## src/rtl/vigna_prefetch_pkg.sv

```systemverilog
// Shared constants for the vigna instruction prefetch unit.
//   VIGNA_ILEN            : instruction word width
//   VIGNA_XLEN            : default instruction address width
//   VIGNA_INST_BYTES      : fetch stride in bytes
//   VIGNA_CORE_RESET_ADDR : first fetch address after reset
package vigna_prefetch_pkg;
   localparam int          VIGNA_ILEN            = 32;
   localparam int          VIGNA_XLEN            = 32;
   localparam int          VIGNA_INST_BYTES      = 4;
   localparam logic [31:0] VIGNA_CORE_RESET_ADDR = 32'h0000_0100;
endpackage

```

## src/rtl/vigna_prefetch_if.sv

```systemverilog
// Instruction bus between the prefetch unit (master) and memory (slave).
// Single outstanding request; the response arrives in the cycle i_ready=1.
//   i_valid : request valid, held until i_ready
//   i_addr  : word-aligned fetch address
//   i_ready : response strobe, i_rdata valid in the same cycle
//   i_rdata : fetched instruction
interface vigna_prefetch_if #(
   parameter int ADDR_WIDTH = 32
) ();
   logic                  i_valid;
   logic                  i_ready;
   logic [ADDR_WIDTH-1:0] i_addr;
   logic [31:0]           i_rdata;

   modport master (output i_valid, output i_addr, input i_ready, input i_rdata);
   modport slave  (input i_valid, input i_addr, output i_ready, output i_rdata);
endinterface

```

## src/rtl/vigna_sync_fifo.sv

```systemverilog
// Registered synchronous FIFO. flush wins over push and pop.
//   clk/resetn : clock, async active-low reset
//   push/pop   : write din / advance head (caller guarantees not full / not empty)
//   flush      : empty the queue
//   dout       : head entry (from storage)
//   count      : entries held
module vigna_sync_fifo #(
   parameter int WIDTH = 64,
   parameter int DEPTH = 2
) (
   input  logic                   clk,
   input  logic                   resetn,
   input  logic                   push,
   input  logic                   pop,
   input  logic                   flush,
   input  logic [WIDTH-1:0]       din,
   output logic [WIDTH-1:0]       dout,
   output logic [$clog2(DEPTH):0] count
);
   localparam int PW = $clog2(DEPTH);
   localparam int CW = PW + 1;

   logic [PW-1:0]    wr_q, rd_q;
   logic [CW-1:0]    cnt_q;
   logic [WIDTH-1:0] mem_q [DEPTH];

   // Pointers wrap naturally since DEPTH is a power of two.
   always_ff @(posedge clk or negedge resetn) begin
      if (!resetn) begin
         wr_q  <= '0;
         rd_q  <= '0;
         cnt_q <= '0;
      end else if (flush) begin
         wr_q  <= '0;
         rd_q  <= '0;
         cnt_q <= '0;
      end else begin
         wr_q  <= wr_q + PW'(push);
         rd_q  <= rd_q + PW'(pop);
         cnt_q <= cnt_q + CW'(push) - CW'(pop);
      end
   end

   always_ff @(posedge clk) begin
      if (push && !flush) mem_q[wr_q] <= din;
   end

   assign dout  = mem_q[rd_q];
   assign count = cnt_q;
endmodule

```

## src/rtl/vigna_prefetch.sv

```systemverilog
// Instruction prefetch unit: issues sequential fetches ahead of execution,
// buffers up to DEPTH {pc, inst} pairs and hands them to the core.
//   clk/resetn   : clock, async active-low reset
//   ibus         : instruction bus master
//   redir_valid  : one-cycle redirect, flushes queue, restarts at redir_pc
//   redir_pc     : redirect target (low two bits ignored)
//   f_valid/f_ready, f_inst, f_pc : queue head handshake and payload
//   f_level      : entries buffered
module vigna_prefetch import vigna_prefetch_pkg::*; #(
   parameter int                    DEPTH      = 2,
   parameter int                    ADDR_WIDTH = VIGNA_XLEN,
   parameter logic [ADDR_WIDTH-1:0] RESET_ADDR = ADDR_WIDTH'(VIGNA_CORE_RESET_ADDR)
) (
   input  logic                   clk,
   input  logic                   resetn,
   vigna_prefetch_if.master       ibus,
   input  logic                   redir_valid,
   input  logic [ADDR_WIDTH-1:0]  redir_pc,
   output logic                   f_valid,
   input  logic                   f_ready,
   output logic [VIGNA_ILEN-1:0]  f_inst,
   output logic [ADDR_WIDTH-1:0]  f_pc,
   output logic [$clog2(DEPTH):0] f_level
);
   localparam int            CW      = $clog2(DEPTH) + 1;
   localparam int            EW      = ADDR_WIDTH + VIGNA_ILEN;
   localparam logic [CW-1:0] DEPTH_C = CW'(DEPTH);

   logic                  i_valid_q, i_valid_d;
   logic [ADDR_WIDTH-1:0] i_addr_q, i_addr_d;
   logic [ADDR_WIDTH-1:0] fpc_q, fpc_d;
   logic                  discard_q, discard_d;
   logic                  acc, push, pop;
   logic [CW-1:0]         count, count_nx;
   logic [EW-1:0]         fifo_dout;

   assign acc     = i_valid_q & ibus.i_ready;
   assign push    = acc & ~discard_q & ~redir_valid;
   assign pop     = f_valid & f_ready & ~redir_valid;
   assign f_valid = (count != '0);

   always_comb begin
      count_nx = count + CW'(push) - CW'(pop);
      if (redir_valid) count_nx = '0;

      // fpc tracks the address of the next word to land in the queue.
      fpc_d = fpc_q;
      if (push)        fpc_d = fpc_q + ADDR_WIDTH'(VIGNA_INST_BYTES);
      if (redir_valid) fpc_d = {redir_pc[ADDR_WIDTH-1:2], 2'b00};

      // Poison the outstanding request only if it survives this edge.
      discard_d = discard_q;
      if (acc) discard_d = 1'b0;
      if (redir_valid && i_valid_q && !ibus.i_ready) discard_d = 1'b1;

      // Hold the request until it completes; otherwise issue if the queue
      // will still have a free slot for the response.
      i_valid_d = i_valid_q;
      i_addr_d  = i_addr_q;
      if (!i_valid_q || ibus.i_ready) begin
         i_valid_d = (count_nx < DEPTH_C) && !discard_d;
         i_addr_d  = fpc_d;
      end
   end

   always_ff @(posedge clk or negedge resetn) begin
      if (!resetn) begin
         i_valid_q <= 1'b0;
         i_addr_q  <= RESET_ADDR;
         fpc_q     <= RESET_ADDR;
         discard_q <= 1'b0;
      end else begin
         i_valid_q <= i_valid_d;
         i_addr_q  <= i_addr_d;
         fpc_q     <= fpc_d;
         discard_q <= discard_d;
      end
   end

   vigna_sync_fifo #(.WIDTH(EW), .DEPTH(DEPTH)) u_fifo (
      .clk    (clk),
      .resetn (resetn),
      .push   (push),
      .pop    (pop),
      .flush  (redir_valid),
      .din    ({i_addr_q, ibus.i_rdata}),
      .dout   (fifo_dout),
      .count  (count)
   );

   assign ibus.i_valid = i_valid_q;
   assign ibus.i_addr  = i_addr_q;
   assign f_pc         = fifo_dout[EW-1:VIGNA_ILEN];
   assign f_inst       = fifo_dout[VIGNA_ILEN-1:0];
   assign f_level      = count;
endmodule

```

## src/flat_wrapper.sv

```systemverilog
// flat-port wrapper written by rule: the top's interface ports become plain ports
module vigna_prefetch_flat import vigna_prefetch_pkg::*;
#(
   parameter int                    DEPTH      = 2,
   parameter int                    ADDR_WIDTH = VIGNA_XLEN,
   parameter logic [ADDR_WIDTH-1:0] RESET_ADDR = ADDR_WIDTH'(VIGNA_CORE_RESET_ADDR)
)
  (clk, resetn, redir_valid, redir_pc, f_valid, f_ready, f_inst, f_pc, f_level, ibus_i_valid, ibus_i_addr, ibus_i_ready, ibus_i_rdata);
  vigna_prefetch_if #(.ADDR_WIDTH(ADDR_WIDTH)) ibus_i ();
  input  logic clk;
  input  logic resetn;
  input  logic redir_valid;
  input  logic [ADDR_WIDTH-1:0] redir_pc;
  output logic f_valid;
  input  logic f_ready;
  output logic [VIGNA_ILEN-1:0] f_inst;
  output logic [ADDR_WIDTH-1:0] f_pc;
  output logic [$clog2(DEPTH):0] f_level;
  output wire logic [$bits(ibus_i.i_valid)-1:0] ibus_i_valid;
  output wire logic [$bits(ibus_i.i_addr)-1:0] ibus_i_addr;
  input wire logic [$bits(ibus_i.i_ready)-1:0] ibus_i_ready;
  input wire logic [$bits(ibus_i.i_rdata)-1:0] ibus_i_rdata;
  assign ibus_i_valid = ibus_i.i_valid;
  assign ibus_i_addr = ibus_i.i_addr;
  assign ibus_i.i_ready = ibus_i_ready;
  assign ibus_i.i_rdata = ibus_i_rdata;
  vigna_prefetch #(.DEPTH(DEPTH), .ADDR_WIDTH(ADDR_WIDTH), .RESET_ADDR(RESET_ADDR)) u_core (.clk(clk), .resetn(resetn), .ibus(ibus_i), .redir_valid(redir_valid), .redir_pc(redir_pc), .f_valid(f_valid), .f_ready(f_ready), .f_inst(f_inst), .f_pc(f_pc), .f_level(f_level));
endmodule
```

## config.mk

```make
export PLATFORM = sky130hd
export DESIGN_NAME = vigna_prefetch_flat
export DESIGN_NICKNAME = d
export VERILOG_FILES = /design/src/rtl/vigna_prefetch_pkg.sv /design/src/rtl/vigna_prefetch_if.sv /design/src/rtl/vigna_sync_fifo.sv /design/src/rtl/vigna_prefetch.sv /design/src/flat_wrapper.sv
export SDC_FILE = /design/constraint.sdc
export NUM_CORES = 1
export LEC_CHECK = 0
export BUFFER_PORTS_ARGS = -buffer_cell sky130_fd_sc_hd__buf_2
export CORE_MARGIN = 2
export CORE_UTILIZATION = 54
export DETAILED_ROUTE_END_ITERATION = 8
export PLACE_DENSITY = 0.9
export SLEW_MARGIN = 20
export SYNTH_ARGS = -nofsm -noshare
export SYNTH_HDL_FRONTEND = slang
export SYNTH_SLANG_ARGS = --single-unit
```

## constraint.sdc

```tcl
create_clock -name clk -period 3.8 [get_ports clk]
set_input_delay 0.95 -clock clk [delete_from_list [all_inputs] [get_ports clk]]
set_output_delay 0.95 -clock clk [all_outputs]
set_load 0.02 [all_outputs]
```

Yosys cells after proc, flatten, opt, wreduce, memory -nomap -nowiden
Memory sizes are Yosys's and may differ from the RTL's.
Index checks and enable logic that the tools add are counted.
{"block": "word_totals", "n_memories": 1, "output_inout_bits": 100, "mem_bits_rw": 128, "ff_bits": 70, "elab_cells": 40}
{"block": "op_classes", "bitwise": 7, "n_mux": 9, "n_reduce_logical": 10, "n_addsub": 5, "order_cmp": 1}
{"name": "u_core.u_fifo.mem_q", "depth": 2, "word_bits": 64, "rd": 1, "rd_clocked_by_memory_dff": 0, "wr": 1, "line": "vigna_sync_fifo.sv:25", "text": "logic [WIDTH-1:0] mem_q [DEPTH];"}
{"operator": "32-bit 2-to-1 mux", "count": 2}
{"operator": "32-bit by 3-bit adder with 32-bit output (second input constant)", "count": 1}
{"operator": "1-bit 2-to-1 mux", "count": 6}
{"operator": "1-bit AND", "count": 5}
{"operator": "1-bit logical AND", "count": 4}
{"operator": "1-bit zero test", "count": 4}
{"operator": "1-bit adder", "count": 2}
{"operator": "2-bit by 1-bit adder with 2-bit output", "count": 1}
{"operator": "2-bit < comparator (second input constant)", "count": 1}
{"operator": "2-bit 2-to-1 mux", "count": 1}
{"operator": "1-bit NOT", "count": 2}
{"operator": "2-bit nonzero test", "count": 1}
{"operator": "2-bit by 1-bit subtractor with 2-bit output", "count": 1}
{"operator": "1-bit logical OR", "count": 1}

Logic depth before layout (Yosys ltp)
Gate-level depths: netlist of the first run.
{"block": "logic_depth", "word_depth": 8, "mapped_depth": 10, "ltp_nobuf": 10}

Hierarchy
A second synthesis of the first run with hierarchy kept.
{"block": "unflattened", "hier_cells": 532, "hier_area_um2": 8363.0}
{"mod": "vigna_sync_fifo", "cells_each": 216, "area_per_inst_um2": 5031.1, "instances": 1}
{"mod": "vigna_prefetch", "cells_each": 316, "area_per_inst_um2": 3331.9, "instances": 1}

Worst setup path before layout of the first run
No wires, ideal clock.
{"block": "synth_timing", "kind": "input port to flip-flop", "from": "in ibus_i_ready", "to": "mem u_core.u_fifo.mem_q[1][0], enable pin", "n_path_buf": 0, "required_time_ns": 3.371, "setup_time_ns": 0.429, "stages": 3, "t_arrival_ns": 2.775, "path_slack_ns": 0.596, "cell_sequence": "nand3b_4 nor2_4 ha_1"}
{"block": "synth_between", "elab_chain_cells": 6}
{"item": "start: declaration", "line": "flat_wrapper.sv:21", "text": "input wire logic [$bits(ibus_i.i_ready)-1:0] ibus_i_ready;"}
{"item": "1-bit AND", "line": "vigna_prefetch.sv:37", "text": "assign acc = i_valid_q & ibus.i_ready;"}
{"item": "1-bit AND (2 in a row)", "line": "vigna_prefetch.sv:38", "text": "assign push = acc & ~discard_q & ~redir_valid;"}
{"item": "1-bit logical AND", "line": "vigna_sync_fifo.sv:45", "text": "if (push && !flush) mem_q[wr_q] <= din;"}
{"item": "1-bit 2-to-1 mux", "line": "vigna_sync_fifo.sv:45"}
{"item": "1-bit 2-to-1 mux (not written as such)", "line": "vigna_sync_fifo.sv:45"}
{"item": "end: declaration", "line": "vigna_sync_fifo.sv:25"}
No other way between the ends.

Final worst setup path of the first run
{"block": "layout_timing", "from": "reg u_core.u_fifo.rd_q", "to": "out f_inst[17]"}
{"block": "layout_between", "elab_chain_cells": 1}
{"item": "start: declaration", "line": "vigna_sync_fifo.sv:23", "text": "logic [PW-1:0] wr_q, rd_q;"}
{"item": "start signal: assignment", "line": "vigna_sync_fifo.sv:39", "text": "rd_q <= rd_q + PW'(pop);"}
{"item": "memory read 2 x 64 bit"}
{"item": "end: declaration", "line": "flat_wrapper.sv:16", "text": "output logic [VIGNA_ILEN-1:0] f_inst;"}
No other way between the ends.

==> impl.org, run 1 <==
** Power
- The share of total power dissipated in combinational logic is 22.7%.
- The internal portion of the total power is 4.201 mW.
- The analysis attributes to cell leakage a power of 3.847 nW.
- Clock share of power :: 30.1%
- Summed over all nets, the switching power comes to 1.783 mW.
- Power spread over the standard cell area amounts to 621.6 mW/mm2.
- Overall power :: 5.984 mW
- IR analysis of the VDD net gives a maximum drop of 0.0003722 V.
- Of the total power, registers draw 47.2%.
- Net switching is 29.80% of the power.

** Detailed routing
- The first routing iteration left 338 violations.
- Remaining routing DRC violations :: 0
- Dividing the detail-routed wire length by the instance count gives 19.19 um.
- Number of routed nets with antenna violations :: 0
- Via count :: 4,893
- Pre-antenna DRT Iters :: 5
- Using the TritonRoute via totals, the vias-per-cell ratio works out to 5.586.
- Drt total wl :: 16.81 mm

** Yosys
- Synthesis Warnings :: 0
- Primary flip-flop cell chosen by synthesis mapping :: sky130_fd_sc_hd__edfxtp_1
- Number of register bits inferred by synthesis :: 198
- Average footprint of a synthesized cell :: 15.62 um2
- In the post-synthesis netlist, the biggest area contributors are sky130_fd_sc_hd__edfxtp_1 (48%), sky130_fd_sc_hd__dfrtp_1 (21%), sky130_fd_sc_hd__mux2_2 (12%).
- Summed over all instances, the cell type with the most area after synthesis is sky130_fd_sc_hd__edfxtp_1.
- The synthesized design contains 128 enable-type register cells.
- Fraction of synthesis flops using an asynchronous set or reset pin :: 35.35%
- Number of standard cells after synthesis :: 509
- Sequential area share after synthesis :: 70.41%
- Number of nets produced by synthesis :: 583
- Synthesized cell area :: 0.007950 mm2
- After synthesis, the netlist uses 40 different library cells.
- The share of synthesized area in the top cell type comes to 48.35%.

** Timing
- Number of slew-limit violations in the final report :: 0
- Summed over all failing endpoints, the final setup total negative slack is 0 ns.
- Setup violators final :: 0
- In the finished design, the share of the clock period the worst path needs comes to 78.85%.
- Headroom to the max-slew limit came out at 34.91%.
- Static timing analysis puts the maximum clock frequency at 333.7 MHz.
- The number of failing hold endpoints at the final stage was 0.
- Layout Skew :: 0.009078 ns
- Unrepaired setup endpoints after global routing :: no
- After layout, the minimum clock period comes to 2.996 ns.
- At the pin with the least slew margin, the transition time is 0.9764 ns.

** GRT
- Total global routing overflow :: 0
- The number of antenna violations at the first check in global routing is 0.
- Wire length of the first global-routing pass :: 26.90 mm
- Number of global-route vias before repair :: 5,200
- Across every metal layer, demand over resource in global routing totals 22.17%.
- Entering global routing, the biggest net connects 71 pins.

** Clocking
- TritonCTS built the clock tree.
- Reg clk slew, reported paths :: 0.07 ns
- After clock tree synthesis, the flow added hold-fix buffers numbering 0.
- Post-CTS timing repair inserted 0 buffers for setup.
- CTS placed an instance of sky130_fd_sc_hd__clkbuf_16 at the clock tree root.
- H-tree depth reported by CTS :: 4
- The later pin in the worst-skew pair is clocked with a latency of 0.43 ns.
- The number of gates resized after CTS was 0.
- Counting every sink on the clock net gives 198.
- Number of buffers on the longest clock path :: 2
- Number of buffers inserted during clock tree synthesis :: 17

** Status
- The run finished with clean final reports.

** Layout
- Compared with the post-synthesis result, the final layout area differs by 21.09%.
- The filler cells instantiated in the layout total 988.
- Number of diodes :: 0
- Fraction of final layout cells with drive strength greater than 1 :: 43.50%
- After the last flow step, the layout net total stands at 753.

** Floorplan
- 169 I/O pins were placed.
- Die outline area :: 0.01571 mm2
- Chip height :: 125.3 um
- Core Region :: 0.01448 mm2
- In this run the core area contains 44 standard-cell rows.
- Chip width :: 125.3 um
- For this configuration, the core starts out at a cell density of 54.91%.

** Worst setup path
- Type of the worst setup path :: reg2out
- Along the worst path, the maximum fanout reaches 20.
- Arrival time at the worst endpoint :: 2.05 ns
- Critical path, cell by cell :: buf_4, mux2_2, buf_2
- The kind of cell with the highest combined delay along the critical path is flip-flops.
- Endpoint kind of the worst setup timing path :: primary output
- Critical path startpoint category :: flop
- In this design, the stage delay of the slowest critical-path cell is 0.72 ns.
- Combined buffer and inverter count along the critical path :: 2
- Required time of the critical path :: 2.85 ns
- Among all stages on the critical path, the largest delay is contributed by sky130_fd_sc_hd__dfrtp_2.

** Hold path
- The worst hold path belongs to the class reg2reg.

** Placement
- Summed over all nets, the half-perimeter wirelength after detailed placement is 11.00 mm.
- Final RePlAce weighted congestion :: 0.8384
- Number of port buffers :: 166

** Job
- # Max-Cap Violations :: 0
-- synth_stat cells (3+ instances only) --
cell type,number
sky130_fd_sc_hd__nand2_1,32
sky130_fd_sc_hd__nand4_1,9
sky130_fd_sc_hd__mux2_2,84
sky130_fd_sc_hd__inv_1,6
sky130_fd_sc_hd__a21oi_1,8
sky130_fd_sc_hd__edfxtp_1,128
sky130_fd_sc_hd__nor2_1,25
sky130_fd_sc_hd__nor2b_1,4
sky130_fd_sc_hd__nor3_1,3
sky130_fd_sc_hd__a221o_1,13
sky130_fd_sc_hd__nand3_1,13
sky130_fd_sc_hd__xnor2_1,20
sky130_fd_sc_hd__ha_1,5
sky130_fd_sc_hd__nor4_1,4
sky130_fd_sc_hd__dfrtp_1,68
sky130_fd_sc_hd__clkbuf_1,21
sky130_fd_sc_hd__xor2_1,11
sky130_fd_sc_hd__o21ai_0,10
sky130_fd_sc_hd__and3_1,16
sky130_fd_sc_hd__o31ai_1,3
-- through the flow --
stage / setup slack, ns / hold WS (ns) / std cells / util (%) / instance area (um2)
finish: 0.8035 / 0.5019 / 876 / 66.49 / 9627
global route: 0.7167 / 0.5200 / 876 / 66.49 / 9627
global placement: 0.8224 / 0.4841 / 844 / 62.33 / 9025
floorplan: 0.5963 / 0.4799 / 509 / - / 7950
CTS: 0.7773 / 0.5032 / 876 / 66.49 / 9627
detailed placement: 0.7027 / 0.4870 / 844 / 62.33 / 9025
-- layer usage --
layer	global-route usage, %	share of wire, %
met1	27.76	41
met2	36.99	51
met3	5.605	6.3
met4	9.542	1.8
met5	0	0
-- kinds of logic (layout without fill, tap and decap cells) --
kind of cell               count (synthesis)  count (layout)  synth area share [%]
DFF                                      198             198                 70.41
and+or+nand+nor                          118             118                 8.058
muxes                                     85              85                 12.02
AOI/OAI and AO/OA                         42              42                 3.887
xor gates and xnor gates                  31              31                 3.415
buffers and inverters                     30             213                 1.416
adders and majority gates                  5               5                0.7869
-- registers in the layout, indices dropped and copies added (netlist names) --
| signal | count |
|---|---|
| u_core.discard_q | 1 |
| u_core.fpc_q | 32 |
| u_core.u_fifo.rd_q | 1 |
| u_core.u_fifo.mem_q | 128 |
| u_core.ibus.i_addr | 32 |
| u_core.u_fifo.wr_q | 1 |
| u_core.u_fifo.count | 2 |
| u_core.ibus.i_valid | 1 |
-- power groups by stage --
| stage | combinational (mW) | clock, mW | sequential [mW] |
|---|---|---|---|
| after floorplan | 0.801 | 0 | 2.92 |
| after global placement | 1.32 | 0 | 2.84 |
| after detailed placement | 1.36 | 0 | 2.87 |
| after CTS | 1.38 | 1.83 | 2.82 |
| after global routing | 1.46 | 1.93 | 2.86 |
| final | 1.36 | 1.80 | 2.82 |
-- cell type report --
cell class | count | area (um2) | area share [%]
Clock buffer | 20 | 478.0 | 4.965
Sequential cell | 198 | 5599 | 58.16
Timing Repair Buffer | 173 | 898.4 | 9.332
Clock inverter | 12 | 123.9 | 1.287
Tap cell | 184 | 230.2 | 2.391
Inverter | 8 | 30.03 | 0.3119
Multi-Input combinational cell | 281 | 2267 | 23.55
-- worst paths after layout --
| check | endpoint | slack (ns) | startpoint | cells after the start |
|---|---|---|---|---|
| min | u_core.u_fifo.mem_q[1][37]$_DFFE_PP_ | 0.50 | u_core.ibus.i_addr[5]$_DFFE_PN0P_ | 0 |
| min reg2reg | u_core.u_fifo.mem_q[1][37]$_DFFE_PP_ | 0.50 | u_core.ibus.i_addr[5]$_DFFE_PN0P_ | 0 |
| max reg2reg | u_core.ibus.i_addr[22]$_DFFE_PN0P_ | 1.31 | u_core.ibus.i_valid$_DFFE_PN0P_ | 7 |
| min in group asynchronous | u_core.ibus.i_addr[19]$_DFFE_PN0P_ | 0.61 | resetn | 1 |
| max | f_inst[17] | 0.80 | u_core.u_fifo.rd_q$_DFF_PN0_ | 3 |
| max in group asynchronous | u_core.u_fifo.rd_q$_DFF_PN0_ | 2.54 | resetn | 1 |
-- placed cells by master, fill, tap and decap left out, types with 4 or more instances in the layout --
master                      netlist  final
sky130_fd_sc_hd__nand3_1         13     13
sky130_fd_sc_hd__inv_1            6      6
sky130_fd_sc_hd__o21ai_0         10     10
sky130_fd_sc_hd__a221o_1         13     13
sky130_fd_sc_hd__nor4_1           4      4
sky130_fd_sc_hd__edfxtp_1       128    128
sky130_fd_sc_hd__nand2_1         32     32
sky130_fd_sc_hd__nand4_1          9      9
sky130_fd_sc_hd__clkbuf_16        0     18
sky130_fd_sc_hd__xnor2_1         20     20
sky130_fd_sc_hd__xor2_1          11     11
sky130_fd_sc_hd__dfrtp_1         68     67
sky130_fd_sc_hd__and3_1          16     16
sky130_fd_sc_hd__nor2_1          25     25
sky130_fd_sc_hd__buf_4            0      7
sky130_fd_sc_hd__a21oi_1          8      8
sky130_fd_sc_hd__buf_2            0    165
sky130_fd_sc_hd__mux2_2          84     84
-- worst reg2reg max path: stages, from the launching register on --
cell and delay [ns]:
sky130_fd_sc_hd__dfrtp_1 0.48, sky130_fd_sc_hd__nand3b_4 0.19, sky130_fd_sc_hd__nor2_4 0.20, sky130_fd_sc_hd__inv_2 0.10, sky130_fd_sc_hd__nor4_4 0.62, sky130_fd_sc_hd__nand4_1 0.27, sky130_fd_sc_hd__xnor2_1 0.20, sky130_fd_sc_hd__a221o_1 0.32
Note: power is estimated with default switching activity, not from simulation.
==> run 2, diff against run 1 <==
--- a/config.mk
+++ b/config.mk
@@ -7,9 +7,9 @@
 export LEC_CHECK = 0
 export BUFFER_PORTS_ARGS = -buffer_cell sky130_fd_sc_hd__buf_2
 export CORE_MARGIN = 2
-export CORE_UTILIZATION = 54
+export CORE_UTILIZATION = 49
 export DETAILED_ROUTE_END_ITERATION = 8
-export PLACE_DENSITY = 0.9
+export PLACE_DENSITY = 0.87
 export SLEW_MARGIN = 20
 export SYNTH_ARGS = -nofsm -noshare
 export SYNTH_HDL_FRONTEND = slang
==> constraint.sdc (replaced) <==
create_clock -name clk -period 2.4 [get_ports clk]
set_input_delay 0.6 -clock clk [delete_from_list [all_inputs] [get_ports clk]]
set_output_delay 0.6 -clock clk [all_outputs]
set_load 0.02 [all_outputs]
==> impl.org, run 2 (synthesis results as in run 1) <==
** Detailed routing
- The via density per instance came to 5.415 (-3.1%).
- The total via count after detailed routing came to 4,998 (+2.1%).
- The routed length per placed instance is 18.66 um (-2.8%).
- DR iter-0 viols :: 304 (-10%)
- Drt total wl :: 17.23 mm (+2.5%)
- Number of routed nets with antenna violations :: 0 (unchanged)
- Remaining routing DRC violations :: 0 (unchanged)
- Pre-antenna DRT Iters :: 4 (-1)

** GRT
- Wire length of the first global-routing pass :: 27.56 mm (+2.4%)
- Number of global-route vias before repair :: 5,234 (+0.65%)
- The number of antenna violations at the first check in global routing came to 1 (+1).
- The combined global-route utilization of all metal layers is 20.43% (-1.7 points).
- The global route total overflow is 0 (unchanged).
- Maximum number of pins on one net before global-route repair :: 71 (unchanged)

** Timing
- Of the available clock period, the critical path in the final layout requires 97.14%.
- The worst-case headroom to the max-slew limit came to 38.96% (+4.1 points).
- Min Clock Period, post-route :: 2.331 ns
- The final-layout worst hold slack was 0.2907 ns (-0.2111 ns).
- Setup violators final :: 0 (unchanged)
- Based on the critical path, the design can be clocked at up to 428.9 MHz.
- Unrepaired setup endpoints after global routing :: no
- The number of failing hold endpoints at the final stage came to 0 (unchanged).
- The clock skew after layout came to 0.009110 ns (+0.00003231 ns).
- Number of slew-limit violations in the final report :: 0 (unchanged)
- The worst-margin pin slew is 0.9156 ns (-0.06075 ns).

** Worst setup path
- STA classifies the critical path endpoint as a primary output.
- The critical path depth is 3 (unchanged).
- The largest incremental delay on the critical path was 0.40 ns (-0.32 ns).
- The critical path goes through buf_6, mux2_2, buf_2.
- Worst-path maximum fanout :: 32 (+60%)
- The data arrival time of the critical path was 1.73 ns (-0.32 ns).
- On the critical path, the stage with the largest delay is an instance of sky130_fd_sc_hd__mux2_2.
- Critical path startpoint category :: flop
- The depth of the most critical reg-to-reg path was 7 (unchanged).
- Gate family responsible for the most delay along the worst path :: buffers and inverters
- Type of the worst setup path :: reg2out
- The count of buffer and inverter cells on the critical path was 2 (unchanged).
- Required time of the critical path :: 1.80 ns (-1.05 ns)

** Status
- The flow ran to the end, and the final reports show no timing, DRC or antenna violations.

** Power
- The total internal power was 6.511 mW (+55%).
- Gate power share :: 23.9% (+1.2 points)
- The fraction of power spent switching nets came to 31.00% (+1.2 points).
- Clock share of power :: 29.1% (-1.0 points)
- The power density over the cells was 963.3 mW/mm2 (+55%).
- Leak :: 3.915 nW (+1.8%)
- The reported net switching power came to 2.925 mW (+64%).
- Part of the power in registers :: 46.9% (-0.3 points)
- The peak ir drop on the vdd network was 0.0005019 V (+35%).

** Layout
- Most common cell after layout, fill and taps aside :: sky130_fd_sc_hd__buf_2
- Fraction of final layout cells with drive strength greater than 1 :: 44.76% (+1.3 points)
- Max FFs per register :: 128 (unchanged)
- Cell area after layout :: 0.009794 mm2 (+1.7%)
- Compared with the post-synthesis result, the final layout area differs by 23.20%.
- Final Net Count :: 767 (+1.9%)
- The filler cell count was 1,152 (+17%).
- In the layout the commonest cells are sky130_fd_sc_hd__buf_2 (165), sky130_fd_sc_hd__edfxtp_1 (128), sky130_fd_sc_hd__mux2_2 (84).
- Register name with the most flops :: u_core.u_fifo.mem_q
- The final standard cell utilization of the core was 61.66% (-4.8 points).

** Clocking
- The number of buffers on the longest clock path came to 2 (unchanged).
- The number of hold buffers added after CTS was 0 (unchanged).
- The level count of the clock H-tree was 4 (unchanged).
- The post-CTS setup buffer count was 0 (unchanged).
- Number of buffers inserted during clock tree synthesis :: 17 (unchanged)
- Clock latency on the worst-skew pair :: 0.43 ns (about the same)
- Clock tree from TritonCTS :: built
- CTS root buf :: sky130_fd_sc_hd__clkbuf_16
- The clock-pin slew reported for the worst setup and hold paths after clock tree synthesis is 0.07 ns (about the same).
- The number of sinks driven by the clock tree was 198 (unchanged).

** Placement
- The instance area at placement was 0.009220 mm2 (+2.2%).
- The count of input and output buffers was 166 (unchanged).
- The weighted congestion at the end of routability-driven global placement was 0.8469 (+1.0%).
- The total half-perimeter wirelength after legalization and detailed placement is 11.68 mm (+6.2%).

** Floorplan
- Chip height :: 131.4 um (+4.8%)
- Top Ports :: 169 (unchanged)
- Core Region :: 0.01589 mm2 (+9.7%)
- The initial core utilization came to 50.05% (-4.9 points).
- The width of the die is 131.4 um (+4.8%).
- The die area was 0.01726 mm2 (+9.9%).
- Num rows :: 46 (+4.5%)

** Hold path
- The path class of the tightest hold or removal check is in2async.

** Job
- The number of max-cap violations came to 0 (unchanged).
==> run 2: cell types whose count changed in the layout (fill, tap and decap cells not counted), moves of 2 or more <==
cell / previous run / this run
sky130_fd_sc_hd__clkinv_1: 3 / 1
sky130_fd_sc_hd__buf_12: 1 / 5
sky130_fd_sc_hd__clkbuf_8: 2 / 0
sky130_fd_sc_hd__buf_4: 7 / 16
sky130_fd_sc_hd__inv_8: 0 / 2
sky130_fd_sc_hd__inv_6: 1 / 6
==> run 2: area by class of cell <==
class / instances / area (um2) / area share (%)
Inverter: 8 / 30.03 / 0.3066
Timing Repair Buffer: 187 / 1057 / 10.79
Tap cell: 216 / 270.3 / 2.759
Multi-Input combinational cell: 281 / 2267 / 23.15
Sequential cell: 198 / 5599 / 57.17
Antenna cell: 1 / 2.502 / 0.02555
Clock buffer: 18 / 429.2 / 4.382
Clock inverter: 14 / 138.9 / 1.418
==> run 2: stage by stage <==
step / power, mW / cells / worst slack, ns / setup TNS (ns)
after floorplan: 5.885 / 509 / -0.4537 / -58.07
after global placement: 6.646 / 890 / 0.1740 / 0
after detailed placement: 6.754 / 890 / 0.1116 / 0
after CTS: 9.487 / 922 / 0.05799 / 0
after global routing: 9.818 / 922 / 0.01986 / 0
final: 9.435 / 923 / 0.06855 / 0
==> run 2: path summary, 6_finish.rpt <==
kind                                                         to  slack [ns]                         startpoint
min in group clk           u_core.u_fifo.mem_q[1][31]$_DFFE_PP_        0.36                   ibus_i_rdata[31]
max in group asynchronous          u_core.u_fifo.rd_q$_DFF_PN0_        1.46                             resetn
hold reg to reg            u_core.u_fifo.mem_q[1][36]$_DFFE_PP_        0.49  u_core.ibus.i_addr[4]$_DFFE_PN0P_
hold / removal                u_core.ibus.i_addr[5]$_DFFE_PN0P_        0.29                             resetn
setup reg to reg             u_core.ibus.i_addr[20]$_DFFE_PN0P_        0.27          u_core.fpc_q[2]$_DFF_PN0_
setup / recovery                                       f_pc[16]        0.07       u_core.u_fifo.rd_q$_DFF_PN0_
==> run 2: power by group through the flow <==
| stage | Combinational (mW) | Sequential (mW) | Clock [mW] |
|---|---|---|---|
| final | 2.26 | 4.43 | 2.75 |
| after CTS | 2.28 | 4.43 | 2.78 |
| after global routing | 2.41 | 4.48 | 2.93 |
| after detailed placement | 2.25 | 4.50 | 0 |
| after floorplan | 1.27 | 4.62 | 0 |
| after global placement | 2.19 | 4.46 | 0 |
==> run 2: routing by layer <==
metal  part of all wire [%]  routed length (um)  track usage, %
met1                     42                7289           26.07
met2                     48                8344           33.65
met3                    7.0                1209           5.594
met4                    2.2                 382           7.609
met5                      0                   0               0
==> run 2: timing repair <==
item	4_1_cts	5_1_grt
gates resized for setup	1	0
hold endpoints to repair	0	0
setup endpoints to repair	32	0
==> run 2: worst reg2reg max path: cells and delay by family, from the launching register on <==
family                   cells  cell delay, ns
AO/OA/AOI/OAI                1            0.34
XOR/XNOR                     1            0.17
adder cells (fa/ha/maj)      1            0.21
buffers and inverters        1            0.23
flip-flops                   1            0.42
AND/OR/NAND/NOR              3            0.66
==> run 3, diff against run 2 <==
--- a/config.mk
+++ b/config.mk
@@ -9,7 +9,7 @@
 export CORE_MARGIN = 2
 export CORE_UTILIZATION = 49
 export DETAILED_ROUTE_END_ITERATION = 8
-export PLACE_DENSITY = 0.87
+export PLACE_DENSITY = 0.85
 export SLEW_MARGIN = 20
 export SYNTH_ARGS = -nofsm -noshare
 export SYNTH_HDL_FRONTEND = slang
==> impl.org, run 3 (synthesis results as in run 1) <==
** GRT
- Number of global-route vias before repair :: 5,173 (-1.2%)
- The global route total overflow is 0 (unchanged).
- Tot GR Track Use :: 19.77% (-0.66 points)
- Maximum number of pins on one net before global-route repair :: 71 (unchanged)
- The number of antenna violations at the first check in global routing came to 2 (+1).
- Wire length of the first global-routing pass :: 26.78 mm (-2.8%)

** Hold path
- Class of the tightest hold or removal check :: in2async

** Worst setup path
- Critical path, cell by cell :: buf_6, mux2_2, buf_2
- Worst r2r src :: u_core.fpc_q[9]$_DFF_PN0_
- By startpoint and endpoint, the worst setup path is classified as reg2out.
- Arrival time at the worst endpoint :: 1.63 ns (-0.10 ns)
- The largest incremental delay on the critical path was 0.39 ns (about the same).
- Cell at the slowest stage of the critical path :: sky130_fd_sc_hd__dfrtp_2
- The depth of the most critical reg-to-reg path is 6 (-1).
- Setup slack, reg-to-reg :: 0.28 ns (about the same)
- Gate family responsible for the most delay along the worst path :: buffers and inverters
- Combined buffer and inverter count along the critical path :: 2 (unchanged)
- Endpoint kind of the worst setup timing path :: primary output
- The worst-path maximum fanout was 27 (-16%).
- Critical path startpoint category :: flop
- FF-to-FF End :: u_core.ibus.i_addr[31]$_DFFE_PN0P_
- The endpoint required time on the critical path was 1.80 ns (about the same).

** Timing
- The final critical-path share of the clock period was 92.91% (-4.2 points).
- Number of slew-limit violations in the final report :: 0 (unchanged)
- The final sum of negative setup slack is 0 ns (unchanged).
- Fmax achieved :: 448.5 MHz (+4.6%)
- The final count of negative-setup-slack endpoints came to 0 (unchanged).
- Min Clock Period, post-route :: 2.230 ns (-0.1017 ns)
- The final-layout worst hold slack came to 0.3041 ns (+0.01339 ns).
- The least setup slack across all paths after layout was 0.1702 ns (+0.1017 ns).
- The number of failing hold endpoints at the final stage was 0 (unchanged).
- The worst-case headroom to the max-slew limit came to 42.24% (+3.3 points).
- Unrepaired setup endpoints after global routing :: no
- Transition time of the tightest slew-check pin :: 0.8663 ns (-0.04928 ns)
- Layout Skew :: 0.008353 ns (-0.0007567 ns)

** Placement
- The instance area at placement came to 0.009220 mm2 (unchanged).
- Post-detailed-placement half-perimeter wirelength :: 11.24 mm (-3.8%)
- Number of port buffers :: 166 (unchanged)
- Total placed cells including tap cells :: 890 (unchanged)
- Final RePlAce weighted congestion :: 0.8468 (about the same)
- The worst slack at placement is 0.1477 ns (+0.03613 ns).

** Clocking
- CTS resizes :: 0 (-1)
- The number of sinks driven by the clock tree came to 198 (unchanged).
- TritonCTS built the clock tree.
- Reg clk slew, reported paths :: 0.07 ns (about the same)
- The number of buffers created by CTS came to 17 (unchanged).
- Clock latency on the worst-skew pair :: 0.41 ns (-0.02 ns)
- Number of buffers on the longest clock path :: 2 (unchanged)
- The tree is rooted in a sky130_fd_sc_hd__clkbuf_16.
- The post-CTS setup buffer count was 0 (unchanged).
- The level count of the clock H-tree is 4 (unchanged).
- The number of hold buffers added after CTS is 0 (unchanged).

** Layout
- Most common cell after layout, fill and taps aside :: sky130_fd_sc_hd__buf_2
- Register name with the most flops :: u_core.u_fifo.mem_q
- The diode insertion count for antenna repair is 0 (-1).
- Area Growth Syn to Fin :: 22.74%
- The net count of the finished layout was 767 (unchanged).
- Top library cells by usage in the layout, fill and taps aside :: sky130_fd_sc_hd__buf_2 (165), sky130_fd_sc_hd__edfxtp_1 (128), sky130_fd_sc_hd__mux2_2 (84)
- The fraction of layout instances using a drive strength above 1 is 44.32% (-0.44 points).
- Max FFs per register :: 128 (unchanged)
- The final standard cell utilization of the core is 61.43% (-0.23 points).
- The final standard cell count with taps included and fillers excluded is 920 (-0.33%).
- The final instance area came to 0.009758 mm2 (-0.37%).

** Power
- The peak ir drop on the vdd network was 0.0004911 V (-2.2%).
- The total power is 9.233 mW (-2.1%).
- The power density over the cells came to 946.2 mW/mm2 (-1.8%).
- Leak :: 3.889 nW (-0.67%)

** Job
- # Max-Cap Violations :: 0 (unchanged)

** Detailed routing
- Pre-antenna DRT Iters :: 5 (+1)
- The overall routed net length is 16.62 mm (-3.5%).
- Number of vias per cell :: 5.308 (-2.0%)
- The number of nets still failing antenna checks after routing was 0 (unchanged).
- The total via count after detailed routing came to 4,883 (-2.3%).
- Routed wirelength normalized by instance count :: 18.06 um (-3.2%)
- The remaining routing DRC violations came to 0 (unchanged).
- The starting DRC count in detailed routing is 298 (-2.0%).

** Floorplan
- The initial core utilization is 50.05% (unchanged).
- Chip width :: 131.4 um (unchanged)
- The vertical die dimension was 131.4 um (unchanged).
- The core outline area was 0.01589 mm2 (unchanged).
- Num rows :: 46 (unchanged)
- The I/O pin count came to 169 (unchanged).
- Die outline area :: 0.01726 mm2 (unchanged)

** Status
- The flow ran to the end, and the final reports show no timing, DRC or antenna violations.
-- run 3: changes by cell type in the layout (fill, tap and decap cells not counted), sizes merged --
cell	delta
inv	-6
clkinv	+2
clkinvlp	+2
diode	-1
-- run 3: how the worst max path moves through the flow --
stage | start | end | slack, ns | cells after the start
3_3_place_gp | ibus_i_ready | u_core.ibus.i_addr[18]$_DFFE_PN0P_ | 0.19 | 9
2_1_floorplan | ibus_i_ready | u_core.u_fifo.mem_q[1][0]$_DFFE_PP_ | -0.45 | 3
3_5_place_dp | ibus_i_ready | u_core.ibus.i_addr[18]$_DFFE_PN0P_ | 0.15 | 9
4_1_cts | u_core.u_fifo.rd_q$_DFF_PN0_ | f_inst[19] | 0.06 | 3
5_1_grt | u_core.u_fifo.rd_q$_DFF_PN0_ | f_inst[9] | 0.08 | 3
6_report | u_core.u_fifo.rd_q$_DFF_PN0_ | f_inst[9] | 0.17 | 3
-- run 3: final cells by class --
type | count | area (um2)
clock inverter | 12 | 105.1
inverter | 8 | 30.03
clock buffer | 18 | 429.2
timing repair buffer | 187 | 1057
tap | 216 | 270.3
multi-input combinational | 281 | 2267
sequential | 198 | 5599
fill | 1199 | 6127
-- run 3: per-layer routing --
metal  vias up  wire [um]  GRT usage [%]  part of all wire, %
met4         4        274          7.005                  1.6
li1       2272          -              -                    -
met3        26        900          5.517                  5.4
met5         -         27              0                 0.16
met2       180       8225          33.48                   49
met1      2401       7189          24.49                   43
-- run 3: power breakdown --
group	internal (mW)	total, mW	switching, mW	leakage (nW)
clock	1.42	2.57	1.16	0.250
combinational	0.909	2.23	1.32	1.64
sequential	4.14	4.43	0.291	2.00
-- run 3: worst reg2reg max path: stages, from the launching register on --
cell                      delay (ns)
sky130_fd_sc_hd__dfrtp_1        0.43
sky130_fd_sc_hd__nand4_1        0.36
sky130_fd_sc_hd__nor4_4         0.38
sky130_fd_sc_hd__buf_4          0.21
sky130_fd_sc_hd__nand4_1        0.13
sky130_fd_sc_hd__xnor2_1        0.16
sky130_fd_sc_hd__a221o_1        0.33
